--- src/rtl/door_direction_detector.sv ---
// Two-beam doorway direction detector: synchronizes and debounces both beams,
// then tracks the break order to emit one-cycle entry/exit pulses.
module door_direction_detector #(
   parameter int DEBOUNCE_CYCLES = 16,
   parameter int TIMEOUT_CYCLES  = 1000
) (
   input  logic       clk,
   input  logic       reset,
   input  logic       beam_outer,
   input  logic       beam_inner,
   output logic       enter_pulse,
   output logic       exit_pulse,
   output logic       busy,
   output logic       timeout_err,
   output logic [3:0] dbg_state
);

   typedef enum logic [3:0] {
      IDLE       = 4'd0,
      E1         = 4'd1,
      E2         = 4'd2,
      E3         = 4'd3,
      X1         = 4'd4,
      X2         = 4'd5,
      X3         = 4'd6,
      WAIT_CLEAR = 4'd7
   } state_t;

   localparam logic [7:0]  DB_LAST = 8'(DEBOUNCE_CYCLES - 1);
   localparam logic [15:0] TO_LAST = 16'(TIMEOUT_CYCLES - 1);

   // Bit 1 carries the outer beam, bit 0 the inner beam, so db is P directly.
   logic [1:0]  sync1, sync2, db;
   logic [7:0]  db_cnt [2];
   logic [15:0] dwell;
   state_t      state, state_nxt;
   logic        enter_nxt, exit_nxt, tmo_nxt;

   always_ff @(posedge clk or posedge reset) begin
      if (reset) begin
         sync1     <= 2'b00;
         sync2     <= 2'b00;
         db        <= 2'b00;
         db_cnt[0] <= 8'd0;
         db_cnt[1] <= 8'd0;
      end else begin
         sync1 <= {beam_outer, beam_inner};
         sync2 <= sync1;
         for (int b = 0; b < 2; b++) begin
            if (sync2[b] != db[b]) begin
               if (db_cnt[b] == DB_LAST) begin
                  db[b]     <= sync2[b];
                  db_cnt[b] <= 8'd0;
               end else begin
                  db_cnt[b] <= db_cnt[b] + 8'd1;
               end
            end else begin
               db_cnt[b] <= 8'd0;
            end
         end
      end
   end

   always_comb begin
      state_nxt = state;
      enter_nxt = 1'b0;
      exit_nxt  = 1'b0;
      tmo_nxt   = 1'b0;
      case (state)
         IDLE: begin
            case (db)
               2'b10:   state_nxt = E1;
               2'b01:   state_nxt = X1;
               2'b11:   state_nxt = WAIT_CLEAR;
               default: state_nxt = IDLE;
            endcase
         end
         E1: begin
            case (db)
               2'b11:   state_nxt = E2;
               2'b00:   state_nxt = IDLE;
               2'b01:   state_nxt = WAIT_CLEAR;
               default: state_nxt = E1;
            endcase
         end
         E2: begin
            case (db)
               2'b01:   state_nxt = E3;
               2'b10:   state_nxt = E1;
               2'b00:   state_nxt = IDLE;
               default: state_nxt = E2;
            endcase
         end
         E3: begin
            case (db)
               2'b00: begin
                  state_nxt = IDLE;
                  enter_nxt = 1'b1;
               end
               2'b11:   state_nxt = E2;
               2'b10:   state_nxt = WAIT_CLEAR;
               default: state_nxt = E3;
            endcase
         end
         X1: begin
            case (db)
               2'b11:   state_nxt = X2;
               2'b00:   state_nxt = IDLE;
               2'b10:   state_nxt = WAIT_CLEAR;
               default: state_nxt = X1;
            endcase
         end
         X2: begin
            case (db)
               2'b10:   state_nxt = X3;
               2'b01:   state_nxt = X1;
               2'b00:   state_nxt = IDLE;
               default: state_nxt = X2;
            endcase
         end
         X3: begin
            case (db)
               2'b00: begin
                  state_nxt = IDLE;
                  exit_nxt  = 1'b1;
               end
               2'b11:   state_nxt = X2;
               2'b01:   state_nxt = WAIT_CLEAR;
               default: state_nxt = X3;
            endcase
         end
         WAIT_CLEAR: begin
            if (db == 2'b00) state_nxt = IDLE;
         end
         default: state_nxt = IDLE;
      endcase
      // A stalled sequence is the only way dwell can reach the limit.
      if (state_nxt == state && state != IDLE && state != WAIT_CLEAR &&
          dwell == TO_LAST) begin
         state_nxt = WAIT_CLEAR;
         tmo_nxt   = 1'b1;
      end
   end

   always_ff @(posedge clk or posedge reset) begin
      if (reset) begin
         state       <= IDLE;
         dwell       <= 16'd0;
         enter_pulse <= 1'b0;
         exit_pulse  <= 1'b0;
         busy        <= 1'b0;
         timeout_err <= 1'b0;
      end else begin
         state       <= state_nxt;
         enter_pulse <= enter_nxt;
         exit_pulse  <= exit_nxt;
         busy        <= (state_nxt != IDLE);
         timeout_err <= tmo_nxt;
         if (state == IDLE || state_nxt != state) dwell <= 16'd0;
         else if (dwell != 16'hFFFF)              dwell <= dwell + 16'd1;
      end
   end

   assign dbg_state = state;

endmodule

--- config.mk ---
export PLATFORM = sky130hd
export DESIGN_NAME = door_direction_detector
export DESIGN_NICKNAME = d
export VERILOG_FILES = /design/src/rtl/door_direction_detector.sv
export SDC_FILE = /design/constraint.sdc
export NUM_CORES = 1
export LEC_CHECK = 0
export ABC_AREA = 1
export CORE_MARGIN = 5
export CORE_UTILIZATION = 67
export DETAILED_ROUTE_END_ITERATION = 6
export DONT_BUFFER_PORTS = 1
export PLACE_DENSITY = 0.83
export SLEW_MARGIN = 15
export SYNTH_ARGS = -nofsm -noshare
export SYNTH_HDL_FRONTEND = slang
export SYNTH_SLANG_ARGS = --single-unit
--- constraint.sdc ---
create_clock -name clk -period 4.95 [get_ports clk]
set_input_delay 1.2375 -clock clk [delete_from_list [all_inputs] [get_ports clk]]
set_output_delay 1.2375 -clock clk [all_outputs]
set_load 0.02 [all_outputs]
Word level (Yosys, flattened, before mapping)
Index checks and enable logic that the tools add are counted.
Storage, ports and cells
  output and inout bits: 8
  register bits after elaboration: 46
  word-level logic and storage cells: 65
Operators by class
  eq/ne operators: 19
  reductions and logical operators: 11
  mux-type cells: 20
  add/sub/neg operators: 3
Operators with widths (count)
  3-bit case mux with 3 select lines: 6
  16-bit 2-to-1 mux: 2
  8-bit 2-to-1 mux: 4
  4-bit case mux with 8 select lines: 1
  16-bit by 1-bit adder with 16-bit output, second input constant: 1
  8-bit by 1-bit adder with 8-bit output, second input constant: 2
  16-bit by 10-bit == test with 1-bit output, second input constant: 1
  4-bit by 3-bit == test with 1-bit output, second input constant: 4
  8-bit by 4-bit == test with 1-bit output, second input constant: 2
  16-bit inequality test, second input constant: 1
  4-bit by 2-bit == test with 1-bit output, second input constant: 2
  4-bit 2-to-1 mux: 2
  4-bit nonzero test: 2
  2-bit case mux with 3 select lines: 1
  2-bit == test, second input constant: 2
  4-bit by 1-bit == test with 1-bit output, second input constant: 1
  4-bit == test: 1
  4-bit logical NOT: 1
  1-bit 2-to-1 mux: 4
  4-bit by 3-bit inequality test with 1-bit output, second input constant: 1
  4-bit inequality test: 1
  2-bit AND reduction: 2
  1-bit logical AND: 3
  2-bit by 1-bit == test with 1-bit output, second input constant: 1
  other kinds (4): 5

Longest topological paths before layout
  word-level depth: 11
  mapped depth: 17

Worst setup path before layout
Ideal clock, no wire load.
  kind: reg-to-reg
  start: register db[1]
  end: register dwell[3]
  arrival time: 1.878 ns
  path slack: 2.945 ns
  path buffers: 1
  stages on the path, launching flop included: 16
  cells stage by stage: dfrtp_1 > inv_1 > ha_1 > inv_1 > nand2_1 > nand3_1 > nand2_2 > o21ai_0 > nand3_2 > nor2_4 > nand2_2 > nand3_2 > nand2_2 > nand2_4 > buf_12 > nor2_4
Between the ends
  word-level cells in the longest chain between the ends: 11
  elaborated cells between the ends (all ways): 22
Ends and longest elaborated chain
  start: declaration: RTL line 33  | logic [1:0] sync1, sync2, db;
  start signal: indexed assignment: RTL line 52  | db[b] <= sync2[b];
  2-bit by 1-bit == test with 1-bit output (tied with other cells)
  3-bit case mux with 3 select lines (tied with other cells): RTL line 122  | case (db)
  4-bit case mux with 8 select lines *: RTL line 69  | case (state)
  4-bit == test: RTL line 138  | if (state_nxt == state && state != IDLE && state != WAIT_CLEAR &&
  1-bit logical AND (3 in series): RTL line 138
  4-bit 2-to-1 mux *: RTL line 138
  4-bit inequality test *: RTL line 159  | if (state == IDLE || state_nxt != state) dwell <= 16'd0;
  1-bit logical OR *: RTL line 159
  16-bit 2-to-1 mux or 2-bit nonzero test (tied branches)
  end signal: assignment: RTL line 160  | else if (dwell != 16'hFFFF) dwell <= dwell + 16'd1;
  end: declaration: RTL line 35  | logic [15:0] dwell;
Every way passes the cells marked *; elsewhere a longest branch is shown, timed or not.
A chain may end at the register's enable or synchronous reset.

Final worst setup path
  start: register db[1]
  end: register dwell[11]
The elaborated chain is that of the path after synthesis.

==> metrics.yaml <==
clock_sinks: 46
setup_viol: 0
drc_errors: 0
die_width_um: 73.4
root_buffer: "clkbuf_8"
syn2layout_area_growth_pct: 5.06
fin_setup_tns_ns: 0
leakage_nw: 1.34
cts_buffers: 5
clkTransAtPathRegs_ns: 0.09
met2_length_um: 2490
worstHoldPathType: "reg -> reg"
critPathArrivalTime_ns: 2.52
multiInputGateArea_um2: 1320
place_congestion: 0.871
wl_met1_um: 2250
cp-end-kind: "flip-flop"
grt_pass1_wl_um: 8740
die_y_um: 73.4
die_area_um2: 5390
hold_viol_final: 0
synth_cells: 338
fin_util_pct: 71.8
relSlewSlack_pct: 38.7
vias: 2126
row_count: 23
drive_above_1_share_pct: 12.5
initial_core_util_pct: 68.3
portBuffers: 0
cp_slowest_cell: "dfrtp_1"
final_common_cell: "nand2_1"
slew_viol_final: 0
ios: 12
synth_largest_area_cell: "dfrtp_1"
holdWs_ns: 0.356
clock_latency_ns: 0.31
powerDensity_nw_per_um2: 227
cts_tree: "built"
coreArea_um2: 3940
seqCellArea_um2: 1150
fin_worst_skew_ns: 0.0129
hpwl_um: 3660
grt_usage_pct: 20.5
synth_area_leaders: "dfrtp_1 (43%), nand2_1 (7.9%), nor2_1 (7.8%), inv_1 (7.1%), nor2_4 (5.9%)"
grt_start_max_net_pins: 47
peakVddDrop_uv: 193
worst_pin_slew_ns: 0.918
cts_htree_levels: 2
syn-num-nets: 353
rsz0062_at_grt: "no"
crit_path_start_kind: "flip-flop"
final_cell_mix: "nand2_1 (57), nor2_1 (56), inv_1 (50)"
clk_path_buf_depth: 2
crit_chain: "inv_1, ha_1, inv_1, nand2_1, nand3_1, nand2_2, o21ai_0, nand3_2, nor2_4, nand2_2, nand3_2, nand2_2, nand2_4, nor2_1"
crit_top_cell: "nand2_2"
cts_setup_buffers: 0
synth-warning-count: 0
drt_iter0_drc: 156
status: "complete, no violations"
cap_violations: 0
grt_pass1_vias: 2084
nFillCells: 319
gr-total-overflow: 0
cts_hold_buffers: 0
antennaDiodeCount: 0
path_class: "reg -> reg"
max_freq_mhz: 427
finalCritPeriodShare_pct: 47.3
crit_path_max_incr_delay_ns: 0.49
ctsResizeCount: 0
vias_per_cell: 5.38
ys_types: 30
worstPathRequired_ns: 5.13
final_nets: 359
ys_seq_area_share_pct: 42.8
wl_per_cell_um: 12.6
synthesis.area_um2: 2690
synth.top_cell.area_share_pct: 42.8
place_area_um2: 2740
drt_wl_total_um: 4960
period_needed_ns: 2.34
firstDrtPassIters: 4
avgSynthCellArea_um2: 7.97
ys_seq_elements: 46
ant_nets: 0
postLayoutCellArea_um2: 2830
p_total_mw: 0.643
routed-wl-met3_um: 185
highest_layer: "met4"
path_max_fanout: 16
antenna_found_initial: 0
## Yosys cell counts
cell / number
nand2_1: 57
nor2_1: 56
inv_1: 51
dfrtp_1: 46
nand3_1: 22
nor2_4: 14
nor3_1: 14
ha_1: 11
a21oi_1: 10
o21ai_0: 10
nand2_2: 8
nand4_1: 7
xor2_1: 7
nor2_2: 4
xnor2_1: 3
and3_1: 2
inv_2: 2
nand3_2: 2
a21oi_2: 1
buf_12: 1
conb_1: 1
mux2i_1: 1
nand2_4: 1
nand3b_1: 1
nor3_2: 1
nor3b_1: 1
o21ai_1: 1
o21bai_1: 1
o22ai_1: 1
or2_2: 1
## area by class of cell
| type | count | area share [%] |
|---|---|---|
| clock buffers | 5 | 2.43 |
| flip-flops and latches | 46 | 40.7 |
| clock inverters | 3 | 0.885 |
| multi-input cells | 238 | 46.7 |
| inverters | 53 | 7.03 |
| well taps | 50 | 2.21 |
## per-layer routing
layer  vias to the layer above  GRT usage [%]
met5                         -              0
met4                         0           6.44
met3                         6           4.38
met2                        51           35.7
met1                      1002           25.2
li1                       1067              -
## cells by family (layout without fill, tap and decap cells)
family	Yosys count	count (layout)	share of synthesized area [%]
buffers and inverters	54	61	8.13
adders and majority gates	11	11	5.11
other	1	1	0.139
DFF	46	46	42.8
xor gates and xnor gates	10	10	3.25
and+or+nand+nor	191	191	35.5
muxes	1	1	0.372
AOI/OAI and AO/OA	24	24	4.74
## critical path, delay by kind of cell (launching register included)
family          cells  cell delay, ns
simple gates       10            1.08
flops               1            0.49
compound gates      1            0.20
buf+inv             2            0.24
fa+ha+maj           1            0.21
## per-stage QoR
step                setup slack [ns]  cells
floorplan                       2.62    338
CTS                             2.59    395
finish                          2.61    395
detailed placement              2.59    387
global placement                2.71    387
global route                    2.38    395
## registers in the layout, summed over array words and instances (netlist names)
| signal | flops |
|---|---|
| db_cnt | 16 |
| dwell | 16 |
| dbg_state | 4 |
| db | 2 |
| sync1 | 2 |
| sync2 | 2 |
| busy | 1 |
| enter_pulse | 1 |
| exit_pulse | 1 |
| timeout_err | 1 |
## path summary, 6_finish.rpt
check / cells past startpoint / endpoint / startpoint / slack (ns)
setup / recovery: 14 / dwell[11] / db[1] / 2.61
hold / removal: 0 / sync2[1] / sync1[1] / 0.36
setup reg to reg: 14 / dwell[11] / db[1] / 2.61
hold reg to reg: 0 / sync2[1] / sync1[1] / 0.36
max in group asynchronous: 1 / db[1] / reset / 3.37
min in group asynchronous: 1 / db_cnt[12] / reset / 1.01
## power by group
group | total, mW | switching [mW] | internal [mW] | leakage [nW]
registers | 0.387 | 0.00522 | 0.381 | 0.626
logic | 0.0190 | 0.0143 | 0.00469 | 0.667
clock network | 0.237 | 0.135 | 0.102 | 0.0447
total | 0.643 | 0.155 | 0.488 | 1.34
No activity file was read; power rests on OpenSTA's default activity.
